$ cat config.mk
export PLATFORM = sky130hd
export DESIGN_NAME = noc_packet_receiver
export DESIGN_NICKNAME = d
export VERILOG_FILES = /design/src/rtl/noc_pkg.sv /design/src/rtl/noc_flit_buffer.sv /design/src/rtl/noc_packet_receiver.sv
export SDC_FILE = /design/constraint.sdc
export NUM_CORES = 1
export LEC_CHECK = 0
export CAP_MARGIN = 30
export CORE_MARGIN = 8
export CORE_UTILIZATION = 60
export CTS_CLUSTER_DIAMETER = 80
export CTS_CLUSTER_SIZE = 40
export DETAILED_ROUTE_END_ITERATION = 7
export GPL_ROUTABILITY_DRIVEN = 0
export GPL_TIMING_DRIVEN = 0
export HOLD_SLACK_MARGIN = 0.12
export PLACE_DENSITY_LB_ADDON = 0.2
export SYNTH_ARGS = -nofsm -noshare
export SYNTH_HDL_FRONTEND = slang
export SYNTH_SLANG_ARGS = --single-unit
export TNS_END_PERCENT = 100
$ cat constraint.sdc
create_clock -name clk -period 9.9 [get_ports clk]
set_input_delay 2.475 -clock clk [delete_from_list [all_inputs] [get_ports clk]]
set_output_delay 2.475 -clock clk [all_outputs]
set_load 0.01 [all_outputs]
$ cat src/rtl/noc_pkg.sv
// Shared defaults and state encoding for the NoC packet receiver.
package noc_pkg;

    localparam int DEFAULT_DATA_WIDTH       = 32;
    localparam int DEFAULT_FLITS_PER_PACKET = 6;
    localparam int DEFAULT_DEST_WIDTH       = 4;

    typedef enum logic {
        COLLECT = 1'b0,
        DELIVER = 1'b1
    } rx_state_t;

endpackage

$ cat src/rtl/noc_flit_buffer.sv
// Packet buffer: one write port (flit side) and one asynchronous read port (core side).
module noc_flit_buffer #(
    parameter int DATA_WIDTH = 32,
    parameter int DEPTH      = 6,
    parameter int IDX_W      = 3
) (
    input  logic                  clk,
    input  logic                  wr_en,
    input  logic [IDX_W-1:0]      wr_idx,
    input  logic [DATA_WIDTH-1:0] wr_data,
    input  logic [IDX_W-1:0]      rd_idx,
    output logic [DATA_WIDTH-1:0] rd_data
);

    logic [DATA_WIDTH-1:0] mem [DEPTH];

    always_ff @(posedge clk) begin
        if (wr_en) begin
            mem[wr_idx] <= wr_data;
        end
    end

    // Combinational read so the first flit is presented in the cycle DELIVER starts.
    assign rd_data = mem[rd_idx];

endmodule

$ cat src/rtl/noc_packet_receiver.sv
// Collects a full packet from the router, then delivers it to the core if addressed here.
// Optional packet/misroute counters are built when NOC_RX_PKT_CNT_EN is defined.
module noc_packet_receiver
    import noc_pkg::*;
#(
    parameter int DATA_WIDTH       = DEFAULT_DATA_WIDTH,
    parameter int FLITS_PER_PACKET = DEFAULT_FLITS_PER_PACKET,
    parameter int DEST_WIDTH       = DEFAULT_DEST_WIDTH,
    parameter int NODE_ID          = 0
) (
    input  logic                  clk,
    input  logic                  rst,
    input  logic [DATA_WIDTH-1:0] flit_data_in,
    input  logic                  flit_valid_in,
    output logic                  flit_ready_out,
    output logic [DATA_WIDTH-1:0] pkt_data_out,
    output logic                  pkt_valid_out,
    output logic                  pkt_sop_out,
    output logic                  pkt_eop_out,
    input  logic                  pkt_ready_in
`ifdef NOC_RX_PKT_CNT_EN
    ,
    output logic [15:0]           rx_pkt_count,
    output logic [15:0]           misroute_count
`endif
);

    localparam int IDX_W = (FLITS_PER_PACKET > 2) ? $clog2(FLITS_PER_PACKET) : 1;
    localparam logic [IDX_W-1:0]      LAST_IDX   = IDX_W'(FLITS_PER_PACKET - 1);
    localparam logic [DEST_WIDTH-1:0] LOCAL_DEST = DEST_WIDTH'(NODE_ID);

    rx_state_t             state_reg, state_next;
    logic [IDX_W-1:0]      wr_idx_reg, wr_idx_next;
    logic [IDX_W-1:0]      rd_idx_reg, rd_idx_next;
    logic [DEST_WIDTH-1:0] dest_reg, dest_next;
    logic                  flit_xfer;
    logic                  pkt_xfer;
    logic [DATA_WIDTH-1:0] rd_data;

    // Gating with rst keeps the router side stalled while reset is held.
    assign flit_ready_out = rst && (state_reg == COLLECT);
    assign pkt_valid_out  = (state_reg == DELIVER);
    assign flit_xfer      = flit_valid_in && flit_ready_out;
    assign pkt_xfer       = pkt_valid_out && pkt_ready_in;
    assign pkt_data_out   = pkt_valid_out ? rd_data : '0;
    assign pkt_sop_out    = pkt_valid_out && (rd_idx_reg == '0);
    assign pkt_eop_out    = pkt_valid_out && (rd_idx_reg == LAST_IDX);

    noc_flit_buffer #(
        .DATA_WIDTH (DATA_WIDTH),
        .DEPTH      (FLITS_PER_PACKET),
        .IDX_W      (IDX_W)
    ) u_buffer (
        .clk     (clk),
        .wr_en   (flit_xfer),
        .wr_idx  (wr_idx_reg),
        .wr_data (flit_data_in),
        .rd_idx  (rd_idx_reg),
        .rd_data (rd_data)
    );

    always_ff @(posedge clk or negedge rst) begin
        if (!rst) begin
            state_reg  <= COLLECT;
            wr_idx_reg <= '0;
            rd_idx_reg <= '0;
            dest_reg   <= '0;
        end else begin
            state_reg  <= state_next;
            wr_idx_reg <= wr_idx_next;
            rd_idx_reg <= rd_idx_next;
            dest_reg   <= dest_next;
        end
    end

    always_comb begin
        state_next  = state_reg;
        wr_idx_next = wr_idx_reg;
        rd_idx_next = rd_idx_reg;
        dest_next   = dest_reg;
        case (state_reg)
            COLLECT: begin
                if (flit_xfer) begin
                    if (wr_idx_reg == '0) begin
                        dest_next = flit_data_in[DEST_WIDTH-1:0];
                    end
                    if (wr_idx_reg == LAST_IDX) begin
                        // Header was captured earlier, so dest_reg is valid on the last flit.
                        wr_idx_next = '0;
                        if (dest_reg == LOCAL_DEST) begin
                            state_next = DELIVER;
                        end
                    end else begin
                        wr_idx_next = wr_idx_reg + IDX_W'(1);
                    end
                end
            end
            DELIVER: begin
                if (pkt_xfer) begin
                    if (rd_idx_reg == LAST_IDX) begin
                        rd_idx_next = '0;
                        state_next  = COLLECT;
                    end else begin
                        rd_idx_next = rd_idx_reg + IDX_W'(1);
                    end
                end
            end
            default: state_next = COLLECT;
        endcase
    end

`ifdef NOC_RX_PKT_CNT_EN
    logic        rx_done;
    logic        misroute;
    logic [15:0] rx_cnt_reg;
    logic [15:0] mis_cnt_reg;

    assign rx_done  = pkt_xfer && (rd_idx_reg == LAST_IDX);
    assign misroute = flit_xfer && (wr_idx_reg == LAST_IDX) && (dest_reg != LOCAL_DEST);

    always_ff @(posedge clk or negedge rst) begin
        if (!rst) begin
            rx_cnt_reg  <= '0;
            mis_cnt_reg <= '0;
        end else begin
            if (rx_done && (rx_cnt_reg != 16'hFFFF)) begin
                rx_cnt_reg <= rx_cnt_reg + 16'd1;
            end
            if (misroute && (mis_cnt_reg != 16'hFFFF)) begin
                mis_cnt_reg <= mis_cnt_reg + 16'd1;
            end
        end
    end

    assign rx_pkt_count   = rx_cnt_reg;
    assign misroute_count = mis_cnt_reg;
`endif

endmodule
==> results.toml, run 1 <==
[finish]
area_growth_pct = 16.8
final_util_pct = 71.6
final_net_count = 551
n_antenna_cell = 0
multi_input_area_um2 = 1910
drive_above_1_share_pct = 18.2
largest_reg_flops = 192
fillers = 857
seqCellArea_um2 = 6040

[synth]
synth_area_um2 = 8120
synthCells = 423
synth_top_area_share_pct = 71.0
ys_types = 38
syn_nets = 459
ys_warn_count = 0
ys_ff_latch = 203
yosysSeqAreaShare_pct = 74.4
syn_area_per_cell_um2 = 19.2
synth_top_area_cell = "edfxtp_1"
synth_top_cells_by_area = "edfxtp_1 71%, mux2i_1 7.9%, o221ai_2 3.7%"

[sta]
finClkSkew_ns = 0.0154
period_minus_slack_ns = 6.60
fin_crit_sh_pct = 66.7
fin_tns_setup_ns = 0
clock.fmax_mhz = 151
tightest_slew_ns = 0.887
maxSlewHeadroom_pct = 40.9
finalSetupViolCount = 0
drv_slew = 0
holdWs_ns = 0.534
timing.final.hold_violations = 0
setup_slack_ns = 3.30
rsz0062_at_grt = "no"

[global_routing]
grt_usage_pct = 17.5
grt_pass1_vias = 4396
overflow = 0
antenna_found_initial = 1
grt_max_degree = 41
grt_pass1_wl_mm = 24.0

[route]
drc = 0
ant_nets = 0
vias = 4195
firstDrtPassIters = 5
avgRoutedWirePerCell_um = 22.5
drt-total-wl_mm = 15.6
viasPerCell = 6.05
drtIter0Drc = 408

[worst_setup_path]
crit_path_start_kind = "input port"
rr_startpoint = "pkt_valid_out"
crit_start = "rst"
critPathCaptureType = "primary output"
cp_max_fo = 14
r2r-end = "u_buffer.mem[3][31]"
crit_type = "in -> out"
r2r_setup_slack_ns = 7.67
crit_arrival_ns = 4.13
worst_r2r_path_depth = 4
worstPathRequired_ns = 7.43

[die]
top_level_ports = 72
die_x_um = 132
start_util_pct = 61.3
die_h_um = 132
core_um2 = 13200
fp-row-count = 42
dieArea_um2 = 17500

[cts]
clock_latency_ns = 0.46
cts.sinks = 203
cts_made_buffers = 9
htreeDepth = 1
cts_root_buf = "clkbuf_16"
postCtsSetupBuffers = 0
cts_hold_buf = 0
cts_tree = "yes"
clkSlewWorstSetupHoldPaths_ns = 0.12
post_cts_resized = 0
cts_buffer_depth = 3

[run_status]
status = "finished clean"

[placement]
port_buffers = 71
preCtsSetupSlack_ns = 3.27
post-dp-hpwl_mm = 10.1

[hold_path]
min_delay_worst_endpoint = "dest_reg[1]"
hold_path_class = "reg -> reg"
hold_start = "dest_reg[1]"
holdPathStages = 1

[run]
maxCapViolCount = 0

[power_and_ir_drop]
finalPower_mw = 2.12
peakVddDrop_mv = 0.163
p_leak_nw = 3.22
power.density_nw_per_um2 = 224
## routing by layer
layer / routed length, um / up-vias / GRT usage (%)
met2: 7730 / 134 / 29.4
met4: 243 / 2 / 4.16
met1: 6700 / 2141 / 23.0
met5: 12 / - / 0
li1: - / 1899 / -
met3: 889 / 19 / 3.39
## per-stage QoR
step                      instances  area (um^2)
after floorplan                 423         8120
after global placement          670         9050
after detailed placement        680         9200
after CTS                       693         9480
after global routing            693         9480
final                           693         9480
## kinds of logic (layout without fill, tap and decap cells)
| kind of cell | after synthesis | in the layout | synth area share (%) |
|---|---|---|---|
| flops | 203 | 203 | 74.4 |
| compound gates | 43 | 43 | 6.32 |
| xor+xnor | 2 | 2 | 0.216 |
| buf+inv | 26 | 120 | 2.34 |
| simple gates | 48 | 48 | 3.50 |
| mux | 101 | 101 | 13.2 |
## worst max path at each step
stage | endpoint | slack (ns) | cells past startpoint
final | flit_ready_out | 3.30 | 3
after global routing | flit_ready_out | 3.13 | 3
after CTS | flit_ready_out | 3.26 | 3
after detailed placement | flit_ready_out | 3.27 | 3
after global placement | u_buffer.mem[2][19] | -0.75 | 4
after floorplan | u_buffer.mem[2][0] | 3.14 | 3
## synthesized netlist by cell type
cell type and number:
inv_1 1, nand3_1 26, and4bb_1 1, mux2i_1 64
xnor2_1 2, a22o_1 1, nor3_1 1, o21ai_1 7
clkbuf_1 2, nor4b_1 1, o221ai_2 20, and2b_1 1
nand2_2 2, nor3b_2 1, nand2_1 3, edfxtp_1 192
and3b_1 1, mux2_1 22, mux2_2 11, dfrtp_1 11
a21o_1 2, nand2_4 1, nor2_1 3, o21ai_0 1
nor4_1 1, a221oi_2 7, buf_6 8, nor2b_1 1
or2_1 1, buf_1 3, buf_4 5, and4b_1 1
clkbuf_4 2, nand4b_1 2, buf_2 5, and3_1 1
mux2_4 4, o221ai_1 5
## power by group
| part | switching, mW | internal [mW] | leakage [nW] |
|---|---|---|---|
| combinational | 0.336 | 0.279 | 1.21 |
| clock | 0.247 | 0.200 | 0.142 |
| sequential | 0.0343 | 1.03 | 1.87 |
| total | 0.617 | 1.50 | 3.22 |
## critical path, stage by stage
cell,delay [ns]
clkdlybuf4s50_1,0.85
nor2b_1,0.24
clkdlybuf4s50_1,0.56
## placed cells by master (no fill, tap or decap), types with 2 or more instances in the layout
cell / n
mux2_4: 4
buf_16: 2
o21ai_1: 7
xnor2_1: 2
edfxtp_1: 192
a221oi_2: 7
nand2_2: 2
clkbuf_1: 2
clkbuf_4: 2
o221ai_2: 20
mux2i_1: 64
buf_1: 3
nand4b_1: 2
mux2_2: 11
mux2_1: 22
o221ai_1: 5
clkbuf_16: 9
buf_6: 9
a21o_1: 2
buf_4: 11
nor2_1: 3
buf_2: 5
nand3_1: 26
clkdlybuf4s50_1: 71
nand2_1: 3
dfrtp_1: 11
## cell type report
class | instances | share of cell area, %
inverter | 1 | 0.0396
sequential | 203 | 63.7
buffer | 25 | 1.97
clock inverter | 4 | 0.660
tap | 176 | 2.32
clock buffer | 9 | 2.37
timing repair buffer | 81 | 8.83
multi-input combinational | 194 | 20.1
Note: power is estimated with default switching activity, not from simulation.
==> run 2, diff against run 1 <==
Settings changed: CORE_UTILIZATION 60 to 57.
Clock period 9.9 ns to 6.73 ns, I/O delays scaled along.
==> results.toml, run 2 (same netlist as run 1, synthesis figures left out) <==
[power_and_ir_drop]
p_leak_nw = 3.25
power_frac_seq_pct = 48.6
peakVddDrop_mv = 0.240
intPower_mw = 2.24
switching_share_pct = 30.1
clock_power_share_pct = 23.2
power.share.combinational_pct = 28.2
net-switching-power_uw = 967
finalPower_mw = 3.21
power.density_nw_per_um2 = 336

[run_status]
status = "finished clean"

[cts]
clock_latency_ns = 0.48
cts_made_buffers = 10
clkSlewWorstSetupHoldPaths_ns = 0.13
cts_root_buf = "clkbuf_16"
cts_buffer_depth = 3
postCtsSetupBuffers = 0
cts.sinks = 203
post_cts_resized = 0
htreeDepth = 1
cts_hold_buf = 0
cts_tree = "yes"

[hold_path]
hold_path_class = "reg -> reg"

[run]
maxCapViolCount = 0

[sta]
drv_slew = 0
clock.fmax_mhz = 198
fin_crit_sh_pct = 75.0
period_minus_slack_ns = 5.04
rsz0062_at_grt = "no"
tightest_slew_ns = 0.960
maxSlewHeadroom_pct = 35.6
finClkSkew_ns = 0.0411
timing.final.hold_violations = 0
finalSetupViolCount = 0
fin_tns_setup_ns = 0

[die]
start_util_pct = 58.5
top_level_ports = 72
dieArea_um2 = 18300
fp-row-count = 43
die_x_um = 135
core_um2 = 13900
die_h_um = 135

[finish]
drive_above_1_share_pct = 18.7
final_cell_area_um2 = 9560
layout_common_cells = "192 x edfxtp_1, 71 x clkdlybuf4s50_1, 64 x mux2i_1"
final_common_cell = "edfxtp_1"
n_antenna_cell = 0
area_growth_pct = 17.8
largest_reg_flops = 192
final_net_count = 552
fillers = 925
final_util_pct = 68.9
layout.cells.non_filler = 700

[route]
ant_nets = 0
firstDrtPassIters = 5
avgRoutedWirePerCell_um = 22.9
viasPerCell = 5.99
drtIter0Drc = 377
drc = 0
vias = 4190
drt-total-wl_mm = 16.1

[placement]
post-dp-hpwl_mm = 10.2
dp.cells = 684
port_buffers = 71
place_area_um2 = 9200

[worst_setup_path]
cp_common_cell = "clkdlybuf4s50_1"
path_delay_family = "buffers and inverters"
crit_path_start_kind = "input port"
r2r_setup_slack_ns = 4.46
cpMaxStageDelayCell = "clkdlybuf4s50_1"
crit_arrival_ns = 3.36
slowest_delay_ns = 0.84
path_buf_inv = 2
cp_max_fo = 14
crit_type = "in -> out"
worstPathRequired_ns = 5.05
cp_cell_sequence = "clkdlybuf4s50_1 > nor2b_1 > clkdlybuf4s50_1"
critPathCaptureType = "primary output"

[global_routing]
grt_use_met1_pct = 24.3
overflow = 0
grt_max_degree = 41
grt_pass1_vias = 4393
gr-usage-met2_pct = 28.8
grt_use_met3_pct = 3.15
busiest_layer = "met2"
antenna_found_initial = 1
grt_pass1_wl_mm = 24.8
grt_usage_pct = 17.5
run 2: cell types whose count changed in the layout (fill, tap and decap cells not counted), sizes merged:
cell	delta
bufinv	-1
inv	+1
clkbuf	+2
clkinv	+1
run 2: worst reg2reg max path: stages (launching register included):
cell and delay, ns:
dfrtp_1 0.50, nor2b_1 0.21, nand2_1 0.14, nor4b_2 0.62, buf_4 0.30, buf_4 0.20
run 2: area by class of cell:
class	count	area, um^2	area share [%]
multi-input cells	194	1910	19.9
plain buffers	25	186	1.95
repair buffers	81	832	8.70
well taps	180	225	2.36
clock buffers	11	275	2.88
flip-flops and latches	203	6040	63.2
clock inverters	5	90.1	0.942
inverters	1	3.75	0.0393
run 2: metal layers:
metal  vias to the layer above  share of wire [%]
met4                         2                1.3
met2                       141                 49
met3                        22                5.7
met5                         -              0.050
li1                       1896                  -
met1                      2129                 44
run 2: metrics by stage:
stage / worst slack, ns / hold WS [ns]
finish: 1.69 / 0.540
global route: 1.53 / 0.554
CTS: 1.66 / 0.536
detailed placement: 1.68 / 0.499
global placement: -3.09 / 0.501
floorplan: 0.763 / 0.482
run 2: final timing paths:
path	end	from	cells after the start
max	flit_ready_out	rst	3
min	dest_reg[1]	dest_reg[1]	1
max reg2reg	u_buffer.mem[2][15]	pkt_valid_out	5
min reg2reg	dest_reg[1]	dest_reg[1]	1
max in group asynchronous	pkt_valid_out	rst	1
min in group asynchronous	wr_idx_reg[1]	rst	1
run 2: power by group through the flow:
stage / Clock [mW] / Sequential (mW) / Combinational, mW
6_report: 0.745 / 1.56 / 0.906
5_1_grt: 0.804 / 1.57 / 0.969
4_1_cts: 0.753 / 1.56 / 0.922
3_5_place_dp: 0 / 1.59 / 0.918
3_3_place_gp: 0 / 1.59 / 0.879
2_1_floorplan: 0 / 1.58 / 0.608
